### src/rtl/fetch_unit.sv
// Instruction fetch stage: owns the PC, issues credit-limited word requests and buffers {pc, instr} for decode.
// Optional misaligned-redirect fault checking is enabled with FETCH_MISALIGN_CHK_EN.
module fetch_unit #(
  parameter int              XLEN       = 32,
  parameter logic [XLEN-1:0] RESET_PC   = '0,
  parameter int              FIFO_DEPTH = 2,
  parameter int              CNT_W      = $clog2(FIFO_DEPTH) + 1
) (
  input  logic            clk,
  input  logic            rst_n,
  input  logic            redirect_valid,
  input  logic [XLEN-1:0] redirect_pc,
  output logic            imem_req_valid,
  input  logic            imem_req_ready,
  output logic [XLEN-1:0] imem_req_addr,
  input  logic            imem_rsp_valid,
  input  logic [XLEN-1:0] imem_rsp_data,
  output logic            if_valid,
  input  logic            if_ready,
  output logic [XLEN-1:0] if_instr,
  output logic [XLEN-1:0] if_pc,
  output logic            fetch_fault
);

  localparam int               PTR_W  = $clog2(FIFO_DEPTH);
  localparam logic [CNT_W:0]   CREDIT = (CNT_W + 1)'(FIFO_DEPTH);
  localparam logic [CNT_W-1:0] FULL_C = CNT_W'(FIFO_DEPTH);

  logic [XLEN-1:0]  pc_q;
  logic [XLEN-1:0]  fifo_instr [FIFO_DEPTH];
  logic [XLEN-1:0]  fifo_pc    [FIFO_DEPTH];
  logic [XLEN-1:0]  pcq        [FIFO_DEPTH];
  logic [PTR_W-1:0] wr_ptr, rd_ptr, pcq_wr, pcq_rd;
  logic [CNT_W-1:0] count, inflight, drop;
  logic [CNT_W:0]   occupancy;
  logic [XLEN-1:0]  redirect_target;
  logic             credit_ok, req_fire, rsp_fire, dropping, push, pop;

  // Handshakes: a transfer happens in a cycle where valid & ready are both high at the rising edge;
  // valid never depends on ready. Responses have no ready and are always consumed.
  assign occupancy = {1'b0, inflight} + {1'b0, count};
  assign credit_ok = occupancy < CREDIT;
  assign req_fire  = imem_req_valid & imem_req_ready;
  assign rsp_fire  = imem_rsp_valid;
  assign dropping  = drop != '0;
  assign push      = rsp_fire & ~dropping & ~redirect_valid;
  assign pop       = if_valid & if_ready & ~redirect_valid;

  assign imem_req_addr = pc_q;
  assign if_valid      = count != '0;
  assign if_instr      = if_valid ? fifo_instr[rd_ptr] : '0;
  assign if_pc         = if_valid ? fifo_pc[rd_ptr] : '0;

`ifdef FETCH_MISALIGN_CHK_EN
  logic fault_halt;

  assign redirect_target = redirect_pc;
  assign imem_req_valid  = rst_n & credit_ok & ~redirect_valid & ~fault_halt;
  assign fetch_fault     = fault_halt;

  // A misaligned target parks fetch until a later redirect lands on a word boundary.
  always_ff @(posedge clk or negedge rst_n) begin
    if (!rst_n) begin
      fault_halt <= 1'b0;
    end else if (redirect_valid) begin
      fault_halt <= |redirect_pc[1:0];
    end
  end
`else
  logic unused_lsbs;

  assign unused_lsbs     = ^redirect_pc[1:0];
  assign redirect_target = {redirect_pc[XLEN-1:2], 2'b00};
  assign imem_req_valid  = rst_n & credit_ok & ~redirect_valid;
  assign fetch_fault     = 1'b0;
`endif

  always_ff @(posedge clk or negedge rst_n) begin
    if (!rst_n) begin
      pc_q <= RESET_PC;
    end else if (redirect_valid) begin
      pc_q <= redirect_target;
    end else if (req_fire) begin
      pc_q <= pc_q + XLEN'(4);
    end
  end

  // Every outstanding word, including ones already marked stale, becomes stale exactly once.
  always_ff @(posedge clk or negedge rst_n) begin
    if (!rst_n) begin
      inflight <= '0;
      drop     <= '0;
    end else begin
      case ({req_fire, rsp_fire})
        2'b10:   inflight <= inflight + CNT_W'(1);
        2'b01:   inflight <= inflight - CNT_W'(1);
        default: inflight <= inflight;
      endcase
      if (redirect_valid) begin
        drop <= (rsp_fire && inflight != '0) ? inflight - CNT_W'(1)
              : (rsp_fire ? '0 : inflight);
      end else if (rsp_fire && dropping) begin
        drop <= drop - CNT_W'(1);
      end
    end
  end

  // PC side-queue only holds addresses of non-stale requests.
  always_ff @(posedge clk or negedge rst_n) begin
    if (!rst_n) begin
      pcq_wr <= '0;
      pcq_rd <= '0;
    end else if (redirect_valid) begin
      pcq_wr <= '0;
      pcq_rd <= '0;
    end else begin
      if (req_fire) pcq_wr <= pcq_wr + PTR_W'(1);
      if (rsp_fire && !dropping) pcq_rd <= pcq_rd + PTR_W'(1);
    end
  end

  always_ff @(posedge clk) begin
    if (req_fire) pcq[pcq_wr] <= pc_q;
    if (push) begin
      fifo_instr[wr_ptr] <= imem_rsp_data;
      fifo_pc[wr_ptr]    <= pcq[pcq_rd];
    end
  end

  always_ff @(posedge clk or negedge rst_n) begin
    if (!rst_n) begin
      wr_ptr <= '0;
      rd_ptr <= '0;
      count  <= '0;
    end else if (redirect_valid) begin
      wr_ptr <= '0;
      rd_ptr <= '0;
      count  <= '0;
    end else begin
      if (push) wr_ptr <= wr_ptr + PTR_W'(1);
      if (pop)  rd_ptr <= rd_ptr + PTR_W'(1);
      case ({push, pop})
        2'b10:   count <= count + CNT_W'(1);
        2'b01:   count <= count - CNT_W'(1);
        default: count <= count;
      endcase
    end
  end

  a_no_overflow: assert property (@(posedge clk) disable iff (!rst_n)
    !(push && !pop && count == FULL_C));
  a_rsp_expected: assert property (@(posedge clk) disable iff (!rst_n)
    !(imem_rsp_valid && inflight == '0));

endmodule

### config.mk
export PLATFORM = sky130hd
export DESIGN_NAME = fetch_unit
export DESIGN_NICKNAME = d
export VERILOG_FILES = /design/src/rtl/fetch_unit.sv
export SDC_FILE = /design/constraint.sdc
export NUM_CORES = 1
export LEC_CHECK = 0
export CORE_MARGIN = 5
export CORE_UTILIZATION = 47
export DETAILED_ROUTE_END_ITERATION = 12
export GPL_ROUTABILITY_DRIVEN = 0
export PLACE_DENSITY = 0.74
export SYNTH_ARGS = -nofsm -noshare
export SYNTH_HDL_FRONTEND = slang
export SYNTH_SLANG_ARGS = --single-unit
### constraint.sdc
create_clock -name clk -period 5.8 [get_ports clk]
set_clock_uncertainty 0.15 [all_clocks]
set_input_delay 0.58 -clock clk [delete_from_list [all_inputs] [get_ports clk]]
set_output_delay 0.58 -clock clk [all_outputs]
set_load 0.005 [all_outputs]
Word-level counts from Yosys, hierarchy flattened
Memory sizes are Yosys's and may differ from the RTL's. Cells that the tools add are included.

Register bits: 42. Memory bits (writable): 192. Input bits: 70. Output and inout port bits: 99. Word-level logic and storage cells: 73. Memories kept: 3.

Memory list: fifo_instr (words 2, bits a word 32, rd ports 1, clocked after memory_dff 0, wr ports 1, line 30) `logic [XLEN-1:0] fifo_instr [FIFO_DEPTH];`; fifo_pc (words 2, bits a word 32, rd ports 1, clocked after memory_dff 0, wr ports 1, line 31) `logic [XLEN-1:0] fifo_pc [FIFO_DEPTH];`; pcq (words 2, bits a word 32, rd ports 1, clocked after memory_dff 0, wr ports 1, line 32) `logic [XLEN-1:0] pcq [FIFO_DEPTH];`.

Add/subtract/negate cells: 11. Magnitude comparators: 1. Equality and inequality tests: 4. Multiplexer cells: 23. Bitwise gates (word level): 9. Reduce and logical (&&, ||, !) cells: 14.

Operator list (count): $mux 32 (4); $add 32x3->32 const B (1); $reduce_bool 2->1 (9); $mux 1 (12); $mux 2 (5); $pmux 2 s2 (2); $and 1x1->1 (7); $sub 2x1->2 const B (3); $add 1x1->1 const B (4); $add 2x1->2 const B (2); $eq 2x1->1 const B (2); $eq 2x2->1 const B (2); $add 2x2->3 (1); $logic_and 1x1->1 (3); $lt 3x2->1 const B (1); $reduce_bool 3->1 (1); $not 1->1 (2); $logic_not 1->1 (1).

Depth between registers and ports, before layout
Depth after elaboration: 7. Mapped depth: 9. Depth with buffers taken out: 8.

Worst setup path after synthesis
OpenSTA, ideal clock, no wires.

Path kind: input-to-reg. Start point: input redirect_valid. End point: memory fifo_instr[0][0] (enable). Library setup time: 0.559 ns. Arrival: 5.262 ns. Data required time: 5.091 ns. Setup slack: -0.171 ns. Stages: 3. Cells stage by stage: clkbuf_1 buf_1 nor3_1.

Longest elaborated chain between the ends: 4.

RTL lines: start, declared (line 11) `input logic redirect_valid,`; $not 1->1 (line 46) `assign push = rsp_fire & ~dropping & ~redirect_valid;`; $and 1x1->1 (line 46); $mux 1 (line 124) `if (push) begin`; $mux 1 (not written as such) (line 125) `fifo_instr[wr_ptr] <= imem_rsp_data;`; end, declared (line 30).

Every way passes these cells.

Worst setup path in the final report
Start point: register rd_ptr. End point: output if_pc[21].

Longest elaborated chain between the ends: 2.

RTL lines: start, declared (line 33) `logic [PTR_W-1:0] wr_ptr, rd_ptr, pcq_wr, pcq_rd;`; start signal, assigned (line 141) `if (pop) rd_ptr <= rd_ptr + PTR_W'(1);`; $mem_v2 2x32; $mux 32 (line 52) `assign if_pc = if_valid ? fifo_pc[rd_ptr] : '0;`; end, declared (line 21) `output logic [XLEN-1:0] if_pc,`.

Every way passes these cells.

==> impl_metrics.csv <==
group,metric,value,unit
clocking,clk_pin_slew,60,ps
timing,rsz0062_at_grt,"no",
floorplanning,die_width,150.4,µm
critical_path,r2r_slack,2770,ps
floorplanning,core_area,19460,µm²
route,wl_per_cell,18.50,µm
yosys,synth-edff-count,184,
global_routing,antenna_found_initial,0,
floorplanning,die_y,150.4,µm
critical_path,worst_setup_path_start_kind,"register",
yosys,synthArstFlopShare,17.86,%
pwr,power.density,357.5,nW/µm²
timing,relSlewSlack,22.63,%
placed_design,place_hpwl,13000,µm
timing,slew_violations,0,
route,ant_nets,0,
timing,hold_ws,-6.689,ps
route,initialDrtViolationCount,389,
clocking,cts_tree,"built",
pwr,clock_power_share,33.0,%
floorplanning,io_pins,169,
critical_path,path_max_fanout,63,
yosys,yosysMostFrequentCell,"edfxtp_1",
flow_run,cap_violations,0,
clocking,cts_setup_buffers,0,
global_routing,grt_pass1_vias,5774,
timing,tightest_slew,1161,ps
timing,finalSetupViolCount,0,
pwr,p_int,3177,µW
yosys,synth_common_cells,"edfxtp_1, nor2_1, mux2i_1",
critical_path,r2r_cells,7,
hold_path,min-delay-path-class,"input pin to asynchronous set/reset pin",
final_layout,fill_cells,1464,
final_layout,final_nets,875,
final_layout,drive_gt1_share,9.547,%
floorplanning,rows,51,
pwr,p_sw,1065,µW
clocking,cts_max_path_buffers,3,
route,via_count,5829,
clocking,cts_made_buffers,23,
critical_path,worstPathRequired,5070,ps
pwr,p_sw_share,25.11,%
clocking,clock_sinks,224,
route,finalWirelength,20020,µm
pwr,ir_drop,189.8,µV
timing,finalCritPeriodShare,58.30,%
clocking,ctsHoldBuffers,0,
critical_path,arrival,2650,ps
route,drt_pass1_iterations,5,
outcome,status,"finished with violations",
floorplanning,initial_utilization,47.62,%
final_layout,n_antenna_cell,0,
global_routing,grt_usage,17.38,%
clocking,ctsHtreeMaxLevel,1,
pwr,p_seq_share,48.7,%
timing,fin_crit,3381,ps
placed_design,place_ws,2114,ps
clocking,root_buffer,"clkbuf_16",
global_routing,grt_pass1_wl,30810,µm
placed_design,io_buffers,161,
outcome,failed_checks,"negative hold slack",
timing,tns,0,ps
final_layout,syn_to_final_growth,28.01,%
pwr,p_leak,0.003933,µW
clocking,clk_latency,510,ps
yosys,ys.flop_type,"edfxtp_1",
yosys,synth-seq-cells,224,
clocking,cts_resized,0,
route,viasPerCell,5.387,
global_routing,overflow,0,
yosys,ys_seq_area_share,70.41,%
yosys,synth_cells,639,
timing,hold_violations,7,
critical_path,critPathCaptureType,"output pin",
critical_path,r2r_start,"count[0]",
yosys,synth_cell_types,41,
timing,max_freq,295.7,MHz
yosys,ys_top_cells_by_area,"edfxtp_1, dfrtp_1, mux2i_1",
yosys,synth_top_area_share,59.61,%
timing,setup_ws,2419,ps
floorplanning,dieArea,22630,µm²
yosys,yosys.area.top_type,"edfxtp_1",
yosys,netlist_area,9269,µm²
route,drc_errors,0,
critical_path,worst-setup-path-type,"register to output pin",
yosys,avgSynthCellArea,14.51,µm²
global_routing,grt_start_max_net_pins,64,
yosys,ys_warn_count,0,
pwr,pwr-share-comb,18.2,%
critical_path,worstReg2RegEnd,"imem_req_addr[31]",
layer usage:
layer / track usage, % / up-vias / part of all wire, %
li1: - / 2714 / -
met1: 23.49 / 2834 / 42
met2: 28.71 / 252 / 48
met3: 3.402 / 29 / 7.7
met4: 5.261 / 0 / 2.4
met5: 0 / - / 0
flip-flops by register name, summed over array words and instances, names as in the netlist:
signal         count
count              2
drop               2
fifo_instr        64
fifo_pc           60
imem_req_addr     30
inflight           2
pcq               60
pcq_rd             1
pcq_wr             1
rd_ptr             1
wr_ptr             1
cells in the final DEF, fill, tap and decap left out, types with 3 or more instances in the layout:
| cell type | Yosys | layout |
|---|---|---|
| a31oi_1 | 17 | 17 |
| and2_1 | 4 | 4 |
| and3_1 | 5 | 4 |
| and4_1 | 6 | 6 |
| buf_4 | 5 | 7 |
| clkbuf_1 | 19 | 6 |
| clkbuf_16 | 0 | 23 |
| clkdlybuf4s50_1 | 0 | 160 |
| clkinv_1 | 0 | 5 |
| clkinv_2 | 0 | 4 |
| conb_1 | 1 | 5 |
| dfrtp_1 | 40 | 39 |
| edfxtp_1 | 184 | 184 |
| ha_1 | 4 | 4 |
| inv_1 | 12 | 12 |
| mux2_2 | 30 | 30 |
| mux2i_1 | 68 | 68 |
| nand2_1 | 26 | 26 |
| nand3_1 | 14 | 14 |
| nand4_1 | 13 | 13 |
| nor2_1 | 91 | 89 |
| nor4_1 | 3 | 3 |
| o21ai_0 | 19 | 19 |
| o31ai_1 | 11 | 11 |
| or4_1 | 14 | 14 |
| xnor2_1 | 11 | 11 |
| xor2_1 | 6 | 6 |
critical path, stage by stage (launching register included):
cell,delay [ps]
dfrtp_4,1130
mux2i_1,250
nor2_1,140
clkdlybuf4s50_1,520
through the flow:
step / utilization (%) / cells / instance area (µm²) / power, µW
finish: 60.96 / 1082 / 11870 / 4241
global route: 60.96 / 1082 / 11870 / 4430
CTS: 60.96 / 1082 / 11870 / 4283
detailed placement: 57.27 / 1040 / 11150 / 2879
global placement: 57.27 / 1040 / 11150 / 2843
floorplan: - / 643 / 9289 / 2490
power groups by stage:
stage	registers [µW]	logic, µW	clock network (µW)
after global placement	2090	754	0
after floorplan	2030	461	0
final	2070	773	1400
after global routing	2090	842	1500
after detailed placement	2100	777	0
after CTS	2070	785	1430
final cells by class:
class                      instances  area [µm²]  area share, %
sequential                       224        6530          55.04
multi-input combinational        371        2580          21.74
timing repair buffer             168        1659          13.98
clock buffer                      30       611.8          5.157
tap                              265       331.6          2.794
clock inverter                    12       107.6         0.9069
inverter                          12       45.04         0.3796
cell families (layout without fill, tap and decap cells):
logic type	after synthesis	count (layout)	share of synthesized area (%)
DFF	224	224	70.41
and+or+nand+nor	190	190	10.23
muxes	98	98	10.99
AOI/OAI and AO/OA	56	56	3.766
buffers and inverters	48	222	2.200
xor gates and xnor gates	17	17	1.606
adders and majority gates	5	5	0.7560
other	1	5	0.04046
worst max path at each step:
stage / from / end / slack, ps / cells past startpoint
2_1_floorplan: redirect_valid / fifo_instr[0][0] / 1730 / 3
3_3_place_gp: redirect_valid / fifo_instr[1][26] / 2230 / 4
3_5_place_dp: redirect_valid / fifo_instr[1][23] / 2110 / 4
4_1_cts: rd_ptr / if_pc[21] / 2410 / 3
5_1_grt: count[0] / imem_req_valid / 2290 / 5
6_report: rd_ptr / if_pc[21] / 2420 / 3
No activity file was read; power rests on OpenSTA's default activity.
